===== src/rtl/wcc_pkg.sv =====
// wcc_pkg: state codes, state type and actuator decode shared by the wash cycle controller.
package wcc_pkg;

    localparam int unsigned STATE_W = 3;

    typedef logic [STATE_W-1:0] state_t;

    localparam logic [2:0] ST_IDLE  = 3'd0;
    localparam logic [2:0] ST_READY = 3'd1;
    localparam logic [2:0] ST_SOAK  = 3'd2;
    localparam logic [2:0] ST_WASH  = 3'd3;
    localparam logic [2:0] ST_RINSE = 3'd4;
    localparam logic [2:0] ST_SPIN  = 3'd5;
    localparam logic [2:0] ST_DONE  = 3'd6;
    localparam logic [2:0] ST_FAULT = 3'd7;

    // Event priority inside SOAK..SPIN, highest first:
    //   1. motor failure        -> FAULT
    //   2. cancel               -> SPIN with timer reload (ignored while already in SPIN)
    //   3. lid open             -> pause (WCC_LID_PAUSE_EN) or FAULT
    //   4. out-of-balance, SPIN -> SPIN restart, or FAULT once the restart budget is spent
    //   5. timer expiry         -> next phase

    typedef struct packed {
        logic motor_on;
        logic water_valve;
        logic drain_valve;
        logic done;
        logic fault;
    } act_t;

    // Moore decode of a state code into actuator and status drives.
    function automatic act_t decode_state(state_t s);
        act_t a;
        a.motor_on    = (s == ST_WASH) || (s == ST_RINSE) || (s == ST_SPIN);
        a.water_valve = (s == ST_SOAK) || (s == ST_RINSE);
        a.drain_valve = (s == ST_SPIN);
        a.done        = (s == ST_DONE);
        a.fault       = (s == ST_FAULT);
        return a;
    endfunction

endpackage


===== src/rtl/wcc_phase_timer.sv =====
// wcc_phase_timer: loadable down-counter that stops at zero, with hold and a registered zero flag.
module wcc_phase_timer #(
    parameter int unsigned TIMER_W = 16
) (
    input  logic               clock,
    input  logic               reset_n,
    input  logic               load,
    input  logic               hold,
    input  logic [TIMER_W-1:0] load_value,
    output logic               zero
);

    logic [TIMER_W-1:0] count;
    logic [TIMER_W-1:0] count_n;

    // Load wins over hold; otherwise count down and rest at zero.
    always_comb begin
        count_n = count;
        if (load) begin
            count_n = load_value;
        end else if (!hold && (count != '0)) begin
            count_n = count - TIMER_W'(1);
        end
    end

    // Count register with the zero flag tracking the new count.
    always_ff @(posedge clock or negedge reset_n) begin
        if (!reset_n) begin
            count <= '0;
            zero  <= 1'b1;
        end else begin
            count <= count_n;
            zero  <= (count_n == '0);
        end
    end

endmodule


===== src/rtl/wash_cycle_controller.sv =====
// wash_cycle_controller: coin-operated soak/wash/rinse/spin sequencer with internal phase timers.
// Optional feature: define WCC_LID_PAUSE_EN to pause (instead of fault) when the lid opens mid-cycle.
module wash_cycle_controller
    import wcc_pkg::*;
#(
    parameter int unsigned PRICE_COINS   = 2,
    parameter int unsigned SOAK_CYCLES   = 8,
    parameter int unsigned WASH_CYCLES   = 16,
    parameter int unsigned RINSE_CYCLES  = 8,
    parameter int unsigned SPIN_CYCLES   = 12,
    parameter int unsigned RINSE_COUNT   = 2,
    parameter int unsigned MAX_REBALANCE = 3,
    parameter int unsigned TIMER_W       = 16
) (
    input  logic                                clock,
    input  logic                                reset_n,
    input  logic                                sig_Coin,
    input  logic                                sig_Lid_Closed,
    input  logic                                sig_Cancel,
    input  logic                                sig_Out_Of_Balance,
    input  logic                                sig_Motor_Failure,
    output logic [STATE_W-1:0]                  state,
    output logic [$clog2(PRICE_COINS+1)-1:0]    coin_count,
    output logic                                motor_on,
    output logic                                water_valve,
    output logic                                drain_valve,
    output logic                                done,
    output logic                                fault,
    output logic                                paused,
    output logic                                refund
);

    localparam int unsigned COIN_W  = $clog2(PRICE_COINS + 1);
    localparam int unsigned RIDX_W  = (RINSE_COUNT > 1) ? $clog2(RINSE_COUNT) : 1;
    localparam int unsigned REBAL_W = (MAX_REBALANCE > 0) ? $clog2(MAX_REBALANCE + 1) : 1;

    localparam logic [TIMER_W-1:0] SOAK_LOAD  = TIMER_W'(SOAK_CYCLES - 1);
    localparam logic [TIMER_W-1:0] WASH_LOAD  = TIMER_W'(WASH_CYCLES - 1);
    localparam logic [TIMER_W-1:0] RINSE_LOAD = TIMER_W'(RINSE_CYCLES - 1);
    localparam logic [TIMER_W-1:0] SPIN_LOAD  = TIMER_W'(SPIN_CYCLES - 1);
    localparam logic [COIN_W-1:0]  COIN_FULL  = COIN_W'(PRICE_COINS);
    localparam logic [RIDX_W-1:0]  RIDX_LAST  = RIDX_W'(RINSE_COUNT - 1);
    localparam logic [REBAL_W-1:0] REBAL_MAX  = REBAL_W'(MAX_REBALANCE);

    state_t               state_n;
    logic [COIN_W-1:0]    coin_n;
    logic [RIDX_W-1:0]    ridx;
    logic [RIDX_W-1:0]    ridx_n;
    logic [REBAL_W-1:0]   rebal;
    logic [REBAL_W-1:0]   rebal_n;
    logic                 coin_q;
    logic                 coin_rise;
    logic                 refund_n;
    logic                 paused_n;
    logic                 tmr_load;
    logic                 tmr_hold;
    logic [TIMER_W-1:0]   tmr_val;
    logic                 tmr_zero;
    act_t                 act_n;

    assign coin_rise = sig_Coin & ~coin_q;
    assign act_n     = decode_state(state_n);

    wcc_phase_timer #(
        .TIMER_W    (TIMER_W)
    ) u_timer (
        .clock      (clock),
        .reset_n    (reset_n),
        .load       (tmr_load),
        .hold       (tmr_hold),
        .load_value (tmr_val),
        .zero       (tmr_zero)
    );

    // Next-state, counter and timer-control decode.
    always_comb begin
        state_n  = state;
        coin_n   = coin_count;
        ridx_n   = ridx;
        rebal_n  = rebal;
        refund_n = 1'b0;
        paused_n = 1'b0;
        tmr_load = 1'b0;
        tmr_hold = 1'b0;
        tmr_val  = '0;

        case (state)
            ST_IDLE: begin
                if (sig_Cancel) begin
                    refund_n = (coin_count != '0);
                    coin_n   = '0;
                end else if (coin_count == COIN_FULL) begin
                    state_n = ST_READY;
                end else if (coin_rise) begin
                    coin_n = coin_count + COIN_W'(1);
                end
            end

            ST_READY: begin
                if (sig_Cancel) begin
                    refund_n = (coin_count != '0);
                    coin_n   = '0;
                    state_n  = ST_IDLE;
                end else if (sig_Lid_Closed) begin
                    state_n  = ST_SOAK;
                    tmr_load = 1'b1;
                    tmr_val  = SOAK_LOAD;
                    ridx_n   = '0;
                    rebal_n  = '0;
                end
            end

            ST_SOAK, ST_WASH, ST_RINSE, ST_SPIN: begin
                if (sig_Motor_Failure) begin
                    state_n = ST_FAULT;
                end else if (sig_Cancel && (state != ST_SPIN)) begin
                    state_n  = ST_SPIN;
                    tmr_load = 1'b1;
                    tmr_val  = SPIN_LOAD;
                end else if (!sig_Lid_Closed) begin
`ifdef WCC_LID_PAUSE_EN
                    tmr_hold = 1'b1;
                    paused_n = 1'b1;
`else
                    state_n  = ST_FAULT;
`endif
                end else if ((state == ST_SPIN) && sig_Out_Of_Balance) begin
                    if (rebal == REBAL_MAX) begin
                        state_n = ST_FAULT;
                    end else begin
                        rebal_n  = rebal + REBAL_W'(1);
                        tmr_load = 1'b1;
                        tmr_val  = SPIN_LOAD;
                    end
                end else if (tmr_zero) begin
                    case (state)
                        ST_SOAK: begin
                            state_n  = ST_WASH;
                            tmr_load = 1'b1;
                            tmr_val  = WASH_LOAD;
                        end
                        ST_WASH: begin
                            state_n  = ST_RINSE;
                            tmr_load = 1'b1;
                            tmr_val  = RINSE_LOAD;
                        end
                        ST_RINSE: begin
                            tmr_load = 1'b1;
                            if (ridx < RIDX_LAST) begin
                                ridx_n  = ridx + RIDX_W'(1);
                                tmr_val = RINSE_LOAD;
                            end else begin
                                state_n = ST_SPIN;
                                tmr_val = SPIN_LOAD;
                            end
                        end
                        default: begin
                            state_n = ST_DONE;
                        end
                    endcase
                end
            end

            ST_DONE: begin
                if (!sig_Lid_Closed) begin
                    coin_n  = '0;
                    state_n = ST_IDLE;
                end
            end

            ST_FAULT: begin
                state_n = ST_FAULT;
            end

            default: begin
                state_n = ST_IDLE;
            end
        endcase
    end

    // State register and sequencing counters.
    always_ff @(posedge clock or negedge reset_n) begin
        if (!reset_n) begin
            state      <= ST_IDLE;
            coin_count <= '0;
            ridx       <= '0;
            rebal      <= '0;
            coin_q     <= 1'b0;
        end else begin
            state      <= state_n;
            coin_count <= coin_n;
            ridx       <= ridx_n;
            rebal      <= rebal_n;
            coin_q     <= sig_Coin;
        end
    end

    // Registered actuator and status outputs, aligned with the state register.
    always_ff @(posedge clock or negedge reset_n) begin
        if (!reset_n) begin
            motor_on    <= 1'b0;
            water_valve <= 1'b0;
            drain_valve <= 1'b0;
            done        <= 1'b0;
            fault       <= 1'b0;
            paused      <= 1'b0;
            refund      <= 1'b0;
        end else begin
            motor_on    <= act_n.motor_on & ~paused_n;
            water_valve <= act_n.water_valve & ~paused_n;
            drain_valve <= act_n.drain_valve & ~paused_n;
            done        <= act_n.done;
            fault       <= act_n.fault;
            paused      <= paused_n;
            refund      <= refund_n;
        end
    end

endmodule


===== config.mk =====
export PLATFORM = sky130hd
export DESIGN_NAME = wash_cycle_controller
export DESIGN_NICKNAME = d
export VERILOG_FILES = /design/src/rtl/wcc_pkg.sv /design/src/rtl/wcc_phase_timer.sv /design/src/rtl/wash_cycle_controller.sv
export SDC_FILE = /design/constraint.sdc
export NUM_CORES = 1
export LEC_CHECK = 0
export ABC_AREA = 1
export ABC_CLOCK_PERIOD_IN_PS = 1700
export CAP_MARGIN = 40
export CORE_UTILIZATION = 30
export CTS_CLUSTER_DIAMETER = 100
export DETAILED_ROUTE_END_ITERATION = 10
export PLACE_DENSITY = 0.52
export REMOVE_ABC_BUFFERS = 1
export SKIP_LAST_GASP = 1
export SYNTH_ARGS = -nofsm -noshare
export SYNTH_HDL_FRONTEND = slang
export SYNTH_SLANG_ARGS = --single-unit

===== constraint.sdc =====
create_clock -name clock -period 1.7 [get_ports clock]
set_clock_uncertainty 0.1 [all_clocks]
set_input_delay 0.255 -clock clock [delete_from_list [all_inputs] [get_ports clock]]
set_output_delay 0.255 -clock clock [all_outputs]
set_load 0.1 [all_outputs]

* Word level (Yosys, flattened, before mapping) *
Index checks and enable logic that the tools add are counted.

cells by class
  add/subtract/negate cells = 4
  order comparisons = 1
  equal/unequal tests = 31
  muxes and demuxes = 63
  bitwise gates (word level) = 2
  reduce and logical (&&, ||, !) cells = 17

operators by type and width
  cell                                                                   number
  16-bit 2-to-1 mux                                                      6
  3-bit 2-to-1 mux                                                       14
  16-bit case mux with 2 select lines                                    1
  3-bit == test (second input constant)                                  8
  2-bit 2-to-1 mux                                                       12
  2-bit inequality test (second input constant)                          12
  1-bit 2-to-1 mux                                                       20
  16-bit logical NOT                                                     1
  16-bit nonzero test                                                    1
  16-bit by 1-bit subtractor with 16-bit output (second input constant)  1
  3-bit case mux with 5 select lines                                     1
  3-bit by 2-bit == test with 1-bit output (second input constant)       4
  4-bit 2-to-1 mux                                                       3
  4-bit case mux with 3 select lines                                     1
  10-bit AND reduction                                                   1
  3-bit inequality test (second input constant)                          3
  3-bit case mux with 3 select lines                                     1
  8-bit AND reduction                                                    1
  2-bit case mux with 3 select lines                                     1
  5-bit AND reduction                                                    1
  2-bit by 1-bit adder with 2-bit output (second input constant)         2
  2-bit == test (second input constant)                                  2
  1-bit case mux with 2 select lines                                     2
  2-bit case mux with 2 select lines                                     1
  14 further kinds                                                       18

storage, ports and cells
  bits in registers = 32
  bits of input ports = 7
  output and inout bits = 12
  logic and storage cells = 131

* Logic depth before layout (Yosys ltp) *
  depth after elaboration = 12
  depth in mapped cells = 15
  gate-level depth less buffers = 14

* Cells and area by module *
Synthesis repeated with hierarchy kept, for this count alone.

second synthesis, totals
  cell total of the unflattened synthesis = 367
  area, all modules = 2396.0 µm²

by module, submodules not included
  module                 instances  cells each  area an instance (µm²)  seq. area each (µm²)
  wcc_phase_timer        1          228         1395.1                  426.7
  wash_cycle_controller  1          139         1001.0                  375.4

* Least setup slack after synthesis *
OpenSTA, ideal clock, no wires.

  kind = register to register
  start point = register state[1]
  end point = register u_timer.zero
  setup time = 0.067 ns
  arrival time = 2.114 ns
  data required time = 1.533 ns
  path slack = -0.581 ns
  stages on the path, launching flop included = 15
  buffers on the path = 2
  period minus slack after synthesis = 2.281 ns
  cells stage by stage = dfrtp_1 > buf_6 > inv_4 > nand4_4 > nor2_1 > nor2_2 > nand2_2 > nand2_4 > nand2_4 > buf_6 > nand3_1 > nand2_1 > nor2_1 > nand2_1 > nor2_1

on the way
  longest elaborated chain between the ends = 11
  elaborated cells between the ends (all ways) = 26
  classes of those cells = 6 x eq/ne; 15 x mux; 5 x reduce/logical

ends and longest elaborated chain
  item                                                                       line                                                       text
  start, declared                                                            wash_cycle_controller.sv:22                                output logic [STATE_W-1:0] state,
  start signal, assigned                                                     wash_cycle_controller.sv:190                               state <= state_n;
  3-bit == test or 3-bit by 2-bit == test with 1-bit output (tied branches)  wash_cycle_controller.sv:87, wash_cycle_controller.sv:136
  3-bit OR reduction (no line)                                               --
  1-bit 2-to-1 mux                                                           wash_cycle_controller.sv:136                               case (state)
  1-bit 2-to-1 mux                                                           wash_cycle_controller.sv:135                               end else if (tmr_zero) begin
  1-bit 2-to-1 mux                                                           wash_cycle_controller.sv:127                               end else if ((state == ST_SPIN) && sig_Out_Of_Balance) begin
  1-bit 2-to-1 mux                                                           wash_cycle_controller.sv:120                               end else if (!sig_Lid_Closed) begin
  1-bit 2-to-1 mux                                                           wash_cycle_controller.sv:116                               end else if (sig_Cancel && (state != ST_SPIN)) begin
  1-bit 2-to-1 mux                                                           wash_cycle_controller.sv:114                               if (sig_Motor_Failure) begin
  1-bit case mux with 2 select lines                                         wash_cycle_controller.sv:87                                case (state)
  16-bit 2-to-1 mux *                                                        wcc_phase_timer.sv:19                                      if (load) begin
  16-bit logical NOT *                                                       wcc_phase_timer.sv:33                                      zero <= (count_n == '0);
  end signal, assigned                                                       wcc_phase_timer.sv:33
  end, declared                                                              wcc_phase_timer.sv:10                                      output logic zero

Every way passes the cells marked *; elsewhere a longest branch is shown, timed or not.
A chain may end at the register's enable or synchronous reset.

* Final worst setup path *
Same ends and word-level chain as after synthesis.

==> flow_summary.yaml <==
floorplanning:
  start_util: 0.314
  core_area_um2: 6830
  placement_rows: 30
  die_h_um: 86.6
  dieArea_um2: 7490
  die-width_um: 86.6
  ios: 19
logic_synthesis:
  synth_edf_count: 0
  ys_types: 36
  synth_area_um2: 2140
  ys_async_sr_fraction: 1.00
  synth_cells: 298
  synthTopCellsByArea: "dfrtp_1 36%, nand2_1 11%, nor2_1 7.7%"
  yosysMostFrequentCell: "nand2_1"
  ys_top_cells_by_count: "64 x nand2_1, 44 x nor2_1, 43 x inv_1"
  synth_warnings: 0
  synth_top_area_cell: "dfrtp_1"
  synth_top_area_frac: 0.362
  avgSynthCellArea_um2: 7.20
  ys_seq_area_frac: 0.374
  synth_ff_type: "dfrtp_1"
  ys_seq_elements: 32
final_layout:
  area_delta_synth_final_pct: 59.6
  utilization: 0.501
  diodes: 0
  multi_input_area_um2: 1320
  drive_above_1_share: 0.447
  nets: 405
  final_cells: 490
  ff_latch_area_um2: 806
  n_fill_cell: 678
  design_area_um2: 3420
clock_tree:
  cts_made_buffers: 5
  ctsHoldBuffers: 0
  cts-root-buf: "clkbuf_8"
  cts_sinks: 32
  cts_max_level: 2
  cts_tree: "built"
  clockBufferDepth: 2
  clk_latency_ns: 0.28
  clkTransAtPathRegs_ns: 0.07
placement:
  hpwl_um: 4450
  port_buffers: 17
  placed_area_um2: 3010
  place_inst: 471
  post-place-ws_ns: -0.334
  gp_congestion: 0.906
run_status:
  status: "complete, but fails checks"
  violations: "negative setup slack"
drt:
  drtPass1Iterations: 4
  via_per_inst: 4.52
  ant_nets: 0
  routed_wl_um: 5960
  drt-wirelength-per-cell_um: 12.2
  via_count: 2215
  first_iter_violations: 99
  drc: 0
timing:
  layout_min_cycle_time_ns: 1.82
  rsz0062_at_grt: "true"
  hold_viol: 0
  fmaxAchievable_mhz: 549
  finalCritPeriodShare: 1.07
  drv_slew: 0
  layout_setup_ws_ns: -0.122
  finalSetupViolations: 7
power:
  powerDensity_nw_per_um2: 1050
  vdd_drop_max_v: 0.000381
  power_leakage_nw: 1.70
hold_path:
  hp-class: "primary input to asynchronous set/reset pin"
grt:
  use_met1: 0.209
  gr-usage-met2: 0.307
  antenna_found_initial: 0
  grt_pass1_vias: 2257
  gr-usage-met3: 0.0295
  grt_pass1_wl_um: 10100
  gr-total-overflow: 0
  grt_max_degree: 33
  busiest_layer: "met2"
  grt_usage: 0.173
worst_setup_path:
  cp-start-kind: "flip-flop"
  critPathMaxFanout: 11
  crit_path_end_kind: "flip-flop"
  critPathKind: "flip-flop to flip-flop"
  cp.arrival_ns: 1.94
  cp-startpoint: "state[1]"
  cp_data_required_time_ns: 1.82
  r2r-start: "state[1]"
  reg2reg_slack_ns: -0.12
flow_run:
  max-cap-violations: 0
## worst paths after layout
kind / cells after the start / endpoint
setup reg to reg: 10 / u_timer.zero
hold / removal: 2 / ridx
hold reg to reg: 2 / rebal[1]
max in group asynchronous: 2 / u_timer.zero
min in group clock: 1 / coin_q
setup / recovery: 10 / u_timer.zero
## sequential cells by signal, indices dropped and copies added, names as in the netlist
name,cells
coin_q,1
ridx,1
coin_count,2
u_timer.count,16
rebal,2
done,1
water_valve,1
drain_valve,1
state,3
motor_on,1
u_timer.zero,1
refund,1
fault,1
## worst max-delay path, cell delays in order, from the launching register on
cell,delay [ns]
dfrtp_2,0.48
buf_12,0.16
nor2_4,0.11
nand2_2,0.09
nor3_4,0.20
inv_4,0.12
nand3_1,0.13
nand2_1,0.06
nor2_1,0.11
nand3_1,0.10
nor2_2,0.10
## logic make-up (layout without fill, tap and decap cells)
logic type,Yosys count,in the layout,synth area share
adders and majority gates,5,5,0.0292
other,1,1,0.00175
and+or+nand+nor,164,165,0.371
buffers and inverters,55,150,0.111
AOI/OAI and AO/OA,34,34,0.0840
DFF,32,32,0.374
xor gates and xnor gates,7,7,0.0286
## layer usage
layer | up-vias | part of all wire
met4 | 0 | 0.019
li1 | 1131 | -
met5 | - | 0
met1 | 1037 | 0.45
met2 | 36 | 0.51
met3 | 11 | 0.027
## what timing repair did
| item | in CTS | in global routing |
|---|---|---|
| buffers inserted | 5 | 5 |
| setup endpoints to repair | 24 | 25 |
| resized for setup | 14 | 52 |
| gates cloned | 0 | 1 |
| pin swaps | 4 | 10 |
## through the flow
step	TNS, ns	power (mW)	hold slack, ns
finish	-0.287	3.59	0.248
global route	-1.66	3.89	0.262
CTS	-0.277	3.44	0.249
detailed placement	-3.69	2.80	0.392
global placement	-3.35	2.79	0.375
floorplan	-16.75	1.90	-0.141
## power breakdown
part / total, mW / switching (mW) / internal, mW
sequential: 1.06 / 0.123 / 0.939
combinational: 1.93 / 0.982 / 0.950
clock: 0.598 / 0.268 / 0.330
## layout make-up
class / instances / area share
Tap cell: 96 / 0.0351
Multi-Input combinational cell: 212 / 0.385
Clock buffer: 8 / 0.0263
Sequential cell: 32 / 0.235
Timing Repair Buffer: 93 / 0.262
Inverter: 49 / 0.0563
## cell usage in the layout, fill, tap and decap left out, drive strengths merged
cell type      netlist  routed
nand3               30      30
clkdlybuf4s50        0       6
nor3                 3       3
o22ai                1       1
nand2               76      77
o21ai               16      16
xnor2                3       3
nor2                47      47
o211ai               1       1
dfrtp               31      31
conb                 1       1
or2                  2       2
ha                   5       5
xor2                 4       4
o31ai                1       1
inv                 48      48
clkinv               1       1
a21oi               14      14
nor4                 1       1
dfstp                1       1
clkbuf               0       8
buf                  6      87
o2111ai              1       1
nand4                4       4
nand3b               1       1
Note: power is estimated with default switching activity, not from simulation.
